[config.mk]
export PLATFORM = sky130hd
export DESIGN_NAME = sr_ff_bank
export DESIGN_NICKNAME = d
export VERILOG_FILES = /design/src/rtl/sr_pkg.sv /design/src/rtl/sr_cell.sv /design/src/rtl/sr_ff_bank.sv
export SDC_FILE = /design/constraint.sdc
export NUM_CORES = 1
export LEC_CHECK = 0
export ABC_CLOCK_PERIOD_IN_PS = 1950
export BUFFER_PORTS_ARGS = -buffer_cell sky130_fd_sc_hd__buf_2
export CAP_MARGIN = 10
export CORE_AREA = 10 10 74 57
export CTS_CLUSTER_DIAMETER = 100
export DETAILED_ROUTE_END_ITERATION = 10
export DIE_AREA = 0 0 84 67
export PLACE_DENSITY = 0.76
export SYNTH_ARGS = -nofsm -noshare
export SYNTH_HDL_FRONTEND = slang
export SYNTH_SLANG_ARGS = --single-unit
[constraint.sdc]
create_clock -name clk -period 1.95 [get_ports clk]
set_input_delay 0.2925 -clock clk [delete_from_list [all_inputs] [get_ports clk]]
set_output_delay 0.2925 -clock clk [all_outputs]
set_load 0.01 [all_outputs]
[src/rtl/sr_pkg.sv]
// Shared definitions for the SR flip-flop bank.
//   PRI_*   : encodings of the s=r=1 resolution policy.
//   next_q  : next-state of one SR channel for a given policy. Used by the
//             cell RTL so every channel resolves collisions identically.
package sr_pkg;

  localparam int PRI_HOLD = 0;
  localparam int PRI_SET  = 1;
  localparam int PRI_RST  = 2;
  localparam int PRI_TOG  = 3;

  // Next state for one enabled channel. Only 0/1 values are produced from
  // 0/1 inputs, so no policy can introduce X into the register.
  function automatic logic next_q(input logic q, input logic s,
                                  input logic r, input int pri);
    logic res;
    unique case ({s, r})
      2'b00:   res = q;
      2'b01:   res = 1'b0;
      2'b10:   res = 1'b1;
      default: begin
        case (pri)
          PRI_HOLD: res = q;
          PRI_SET:  res = 1'b1;
          PRI_RST:  res = 1'b0;
          PRI_TOG:  res = ~q;
          default:  res = q;
        endcase
      end
    endcase
    return res;
  endfunction

endpackage

[src/rtl/sr_cell.sv]
// One SR channel: the state flop plus its sticky conflict flag.
// Ports:
//   clk, rst_n : clock, synchronous active-low reset
//   en         : update enable for q
//   s, r       : set / reset request
//   hit        : this channel saw s=r=1 while enabled (computed by the top)
//   clr_flags  : reload the sticky flag from hit instead of accumulating
//   q          : registered state
//   conflict   : sticky collision flag
module sr_cell
  import sr_pkg::*;
#(
  parameter int   PRIORITY = PRI_SET,
  parameter logic RST_VAL  = 1'b0
) (
  input  logic clk,
  input  logic rst_n,
  input  logic en,
  input  logic s,
  input  logic r,
  input  logic hit,
  input  logic clr_flags,
  output logic q,
  output logic conflict
);

  logic q_reg, q_next;
  logic conflict_reg, conflict_next;

  always_comb begin
    q_next = en ? next_q(q_reg, s, r, PRIORITY) : q_reg;
    // A collision in the clearing cycle replaces the old flag, so it is not lost.
    conflict_next = clr_flags ? hit : (conflict_reg | hit);
  end

  always_ff @(posedge clk) begin
    if (!rst_n) begin
      q_reg        <= RST_VAL;
      conflict_reg <= 1'b0;
    end else begin
      q_reg        <= q_next;
      conflict_reg <= conflict_next;
    end
  end

  assign q        = q_reg;
  assign conflict = conflict_reg;

endmodule

[src/rtl/sr_ff_bank.sv]
// Bank of WIDTH independent clocked SR flip-flops with deterministic
// s=r=1 resolution, sticky per-channel conflict flags and a saturating
// count of cycles in which any channel collided.
// Ports:
//   clk, rst_n     : clock, synchronous active-low reset
//   en             : update enable; 0 holds q and suppresses conflict capture
//   s, r           : per-channel set / reset
//   clr_flags      : clear conflict flags and counter (new hits still land)
//   q, qb          : registered state and its combinational complement
//   conflict       : sticky per-channel collision flags
//   conflict_pulse : one-cycle strobe after any channel collided
//   conflict_cnt   : saturating count of collision cycles
module sr_ff_bank
  import sr_pkg::*;
#(
  parameter int               WIDTH    = 8,
  parameter int               PRIORITY = PRI_SET,
  parameter logic [WIDTH-1:0] RST_VAL  = '0,
  parameter int               CNT_W    = 8
) (
  input  logic             clk,
  input  logic             rst_n,
  input  logic             en,
  input  logic [WIDTH-1:0] s,
  input  logic [WIDTH-1:0] r,
  input  logic             clr_flags,
  output logic [WIDTH-1:0] q,
  output logic [WIDTH-1:0] qb,
  output logic [WIDTH-1:0] conflict,
  output logic             conflict_pulse,
  output logic [CNT_W-1:0] conflict_cnt
);

  if (PRIORITY < PRI_HOLD || PRIORITY > PRI_TOG) begin : g_bad_priority
    $error("sr_ff_bank: PRIORITY must be in 0..3");
  end

  // Collisions only count while enabled.
  logic [WIDTH-1:0] hit;
  logic             any_hit;

  assign hit     = {WIDTH{en}} & s & r;
  assign any_hit = |hit;

  for (genvar gi = 0; gi < WIDTH; gi++) begin : g_cell
    sr_cell #(
      .PRIORITY (PRIORITY),
      .RST_VAL  (RST_VAL[gi])
    ) u_cell (
      .clk       (clk),
      .rst_n     (rst_n),
      .en        (en),
      .s         (s[gi]),
      .r         (r[gi]),
      .hit       (hit[gi]),
      .clr_flags (clr_flags),
      .q         (q[gi]),
      .conflict  (conflict[gi])
    );
  end

  assign qb = ~q;

  logic             pulse_reg;
  logic [CNT_W-1:0] cnt_reg, cnt_next;

  // Any number of simultaneous channel hits adds exactly one; the count
  // sticks at all-ones rather than wrapping.
  always_comb begin
    cnt_next = cnt_reg;
    if (clr_flags) begin
      cnt_next = any_hit ? CNT_W'(1) : '0;
    end else if (any_hit && cnt_reg != {CNT_W{1'b1}}) begin
      cnt_next = cnt_reg + CNT_W'(1);
    end
  end

  always_ff @(posedge clk) begin
    if (!rst_n) begin
      pulse_reg <= 1'b0;
      cnt_reg   <= '0;
    end else begin
      pulse_reg <= any_hit;
      cnt_reg   <= cnt_next;
    end
  end

  assign conflict_pulse = pulse_reg;
  assign conflict_cnt   = cnt_reg;

endmodule

# Word level (Yosys, flattened, before mapping)
# Index checks and enable logic that the tools add are counted.
# word_totals
ff_bits	25
out_inout_bits	33
wordCells	85
# classes
reduce_logical	19
mux	19
n_eq_ne	9
n_bitwise	19
n_addsub	1
# op_table
op	count
AND 8 bit	2
== test 2 x 1 -> 1 bit, second input constant	8
zero test 2 bit	8
2-to-1 mux 8 bit	2
one-hot mux 1 bit (2 select lines)	8
AND reduction 2 bit	8
2-to-1 mux 1 bit	9
adder 8 x 1 -> 8 bit, second input constant	1
inequality test 8 bit, second input constant	1
inverter 1 bit	8
inverter 8 bit	1
bitwise OR 1 bit	8
OR reduction 8 bit	1
nonzero test 2 bit	1
logical AND 1 bit	1

# Logic depth before layout (Yosys ltp)
# depth
depth_word	6
mapped_depth	5
depth_no_buf	4

# Cells and area by module
# Synthesis repeated with hierarchy kept, for this count alone.
# unflattened
cells_unflattened	137
hier_area_um2	1192.4
# modules_own_cells
mod	instances	area_per_inst_um2	seq_area_each_um2	cells_per_inst
sr_ff_bank	1	611.8	180.2	81
sr_cell	8	72.6	40.0	7

# Worst setup path after synthesis
# Ideal clock, no wire load.
# synth_path
path_kind	reg2reg
start	reg cnt_reg[0] (netlist: conflict_cnt[0])
end	reg cnt_reg[4] (netlist: conflict_cnt[4])
slack_ns	0.407
arrival_ns	1.473
period_less_slack_ns	1.543
path_stages_with_launch	5
n_path_buf	0
setup_ns	0.070
cell_sequence	dfxtp_1 -> ha_1 -> and4_1 -> or4_1 -> a21oi_1
# synth_via
elab_chain_cells	3
# synth_lines
element	line_no	source
start: declaration	sr_ff_bank.sv:65	logic [CNT_W-1:0] cnt_reg, cnt_next;
start signal: assignment	sr_ff_bank.sv:84	cnt_reg <= cnt_next;
adder 8 x 1 -> 8 bit / inequality test 8 bit (equally long branches)	sr_ff_bank.sv:74, sr_ff_bank.sv:73	
2-to-1 mux 8 bit / logical AND 1 bit (equally long branches)	sr_ff_bank.sv:73	end else if (any_hit && cnt_reg != {CNT_W{1'b1}}) begin
2-to-1 mux 8 bit / nonzero test 2 bit (equally long branches)	n/a	
# Several ways; a longest one is shown, not always the timed one. The select of a mux whose other input is x is not followed.
# A chain may end at the register's enable or synchronous reset.

# Final worst setup path
# layout_path
start	reg cnt_reg[0] (netlist: conflict_cnt[0])
end	reg cnt_reg[5] (netlist: conflict_cnt[5])
# The elaborated chain is that of the path after synthesis.

==> results.py <==
metrics = {
    "sta": {
        "finalMaxSlewViolations": 0,
        "period_share_pct": 83.9,
        "rsz0062_at_grt": "false",
        "slew_headroom_pct": 65.4,
        "worst_hold_slack_ns": 0.333,
        "fin_crit_ns": 1.64,
        "max_freq_mhz": 611,
        "worst_pin_slew_ns": 0.514,
        "setup_tns_ns": 0,
        "finalSetupViolCount": 0,
        "skew_ns": 0.00780,
        "hold_viol_final": 0,
        "worst_slack_ns": 0.313,
    },
    "clock_network": {
        "cts_num_sinks": 25,
        "cts_root_buffer": "clkbuf_8",
        "cts_made_buffers": 3,
        "cts_setup_buffers": 0,
        "h-tree-depth": 1,
        "ctsHoldBuffers": 0,
        "clock_path_buffers": 2,
        "cts_resized": 0,
        "cts_tree": "built",
        "clk_pin_slew_worst_paths_ns": 0.09,
        "clk_latency_ns": 0.27,
    },
    "synthesis": {
        "syn-num-nets": 164,
        "synth-async-reset-ratio_pct": 0,
        "ys_ff_latch": 25,
        "yosysWarnings": 0,
        "ys_types": 30,
        "synth_cells": 143,
        "synth_ff_type": "dfxtp_1",
        "ys_seq_area_share_pct": 39.3,
        "synthesis.area_um2": 1270,
        "synth_edf_count": 0,
        "syn_avg_cell_area_um2": 8.91,
    },
    "worst_setup_path": {
        "worstPathCellList": "ha_1 > and4_1 > or4_1 > a21oi_1",
        "cp.arrival_ns": 1.84,
        "crit_required_ns": 2.15,
        "cp-endpoint": "conflict_cnt[5]$_SDFFE_PN0P_",
        "startpoint": "conflict_cnt[0]$_SDFFE_PN0P_",
        "reg2reg_depth": 4,
        "cp_slowest_cell": "or4_1",
        "cpPeakStageDelay_ns": 0.52,
        "critical_path_class": "register to register",
        "cp-start-kind": "register",
        "r2r-start": "conflict_cnt[0]$_SDFFE_PN0P_",
        "rrSetupSlack_ns": 0.31,
        "cp-end-kind": "register",
        "rr_endpoint": "conflict_cnt[5]$_SDFFE_PN0P_",
        "cp_max_fo": 6,
    },
    "floorplanning": {
        "rows": 16,
        "ioPinCount": 53,
        "chipHeight_um": 67,
        "die_x_um": 84,
        "die-area_um2": 5630,
        "core-area_um2": 2760,
        "initial_core_util_pct": 46.1,
    },
    "place": {
        "place_congestion": 0.823,
        "place_ws_ns": 0.229,
        "place.detailed.hpwl_um": 2600,
        "place_area_um2": 1430,
        "dp.cells": 209,
        "place.port_buffers": 52,
    },
    "routing": {
        "antenna_left": 0,
        "viasPerCell": 5.53,
        "drt_wl_total_um": 3230,
        "wl_per_cell_um": 15.2,
        "drtPass1Iterations": 4,
        "drcViolationCount": 0,
        "drt_iter0_drc": 35,
        "via_count": 1177,
    },
    "grt": {
        "grt_max_degree": 25,
        "overflow": 0,
        "grt_pass1_wl_um": 5120,
        "first_global_vias": 1104,
        "grt_usage_pct": 10.7,
        "antenna_found_initial": 0,
    },
    "power": {
        "power_density_nw_per_um2": 678,
        "ir_drop_v": 0.000352,
        "cellLeakagePower_nw": 0.684,
        "power.total_mw": 1.00,
    },
    "cells_and_area": {
        "finalNetCount": 199,
        "drive_gt1_share_pct": 33.3,
        "multi_input_area_um2": 578,
        "layout_commonest_cell": "buf_2",
        "final-seq-area_um2": 500,
        "num-fill-cells": 264,
        "antennaDiodeCount": 0,
        "area_growth_syn_to_layout_pct": 16.1,
        "final_area_um2": 1480,
        "layout_common_cells": "52 x buf_2, 25 x dfxtp_1, 17 x nor2b_1, 13 x nand2_1, 11 x inv_1",
        "fin_util_pct": 53.5,
        "final_cells": 213,
    },
    "flow_run": {
        "drv_cap": 0,
    },
    "run_status": {
        "outcome": "completed",
    },
    "hold_path": {
        "hold_path.class": "input port to register",
    },
}
[worst min path at each step]
stage | cells after the start | slack (ns) | end | start
after floorplan | 2 | 0.48 | g_cell[0].u_cell.conflict$_SDFF_PN0_ | g_cell[0].u_cell.conflict$_SDFF_PN0_
after global placement | 2 | 0.47 | conflict_cnt[6]$_SDFFE_PN0P_ | conflict_cnt[6]$_SDFFE_PN0P_
after detailed placement | 2 | 0.49 | conflict_cnt[6]$_SDFFE_PN0P_ | conflict_cnt[6]$_SDFFE_PN0P_
after CTS | 3 | 0.33 | g_cell[6].u_cell.q$_SDFFE_PN0P_ | s[6]
after global routing | 3 | 0.35 | g_cell[6].u_cell.q$_SDFFE_PN0P_ | s[6]
final | 3 | 0.33 | g_cell[6].u_cell.q$_SDFFE_PN0P_ | s[6]
[synth_stat cells, types with 2 or more instances]
cell | n | area (µm²)
mux2i_1 | 2 | 20.0
and4_1 | 2 | 17.5
inv_1 | 11 | 41.3
a22oi_1 | 8 | 60.1
nand4_1 | 3 | 18.8
a22o_1 | 4 | 35.0
a21oi_1 | 3 | 15.0
buf_4 | 16 | 120
a32oi_1 | 8 | 70.1
o31ai_1 | 2 | 15.0
nand3_1 | 3 | 15.0
clkbuf_1 | 6 | 22.5
or4_1 | 2 | 15.0
nor2b_1 | 17 | 106
nand2_1 | 13 | 48.8
and3_1 | 3 | 18.8
a41o_1 | 2 | 20.0
dfxtp_1 | 25 | 500
o21ai_0 | 2 | 10.0
[critical path: cells and delay by family (launching register included)]
| kind | cells | cell delay (ns) |
|---|---|---|
| simple gates | 2 | 0.80 |
| flops | 1 | 0.35 |
| fa+ha+maj | 1 | 0.28 |
| compound gates | 1 | 0.15 |
[per-layer routing]
layer / share of wire, % / routed length (µm) / vias to the layer above / global-route usage (%)
met5: 0 / 0 / - / 0
met4: 0 / 0 / 0 / 1.67
met3: 7.9 / 256 / 0 / 4.86
met2: 51 / 1650 / 37 / 19.4
met1: 41 / 1330 / 575 / 11.6
li1: - / - / 565 / -
[where the power goes]
part           total (mW)  internal (mW)  switching, mW
Sequential          0.544          0.530         0.0133
Clock               0.299          0.143          0.156
Combinational       0.160         0.0703         0.0900
Total                1.00          0.743          0.260
[final cells by class]
class / instances / share of cell area (%)
Inverter: 11 / 2.79
Clock buffer: 3 / 2.79
Tap cell: 36 / 3.05
Sequential cell: 25 / 33.8
Multi-Input combinational cell: 84 / 39.1
Clock inverter: 1 / 0.338
Timing Repair Buffer: 53 / 18.1
[cell families after synthesis]
logic type	after synthesis	synth area share, %
buffers and inverters	34	15.3
muxes	2	1.57
DFF	25	39.3
and+or+nand+nor	46	20.1
adders and majority gates	1	0.982
AOI/OAI and AO/OA	35	22.7
Power figures use the tool's default switching activity.
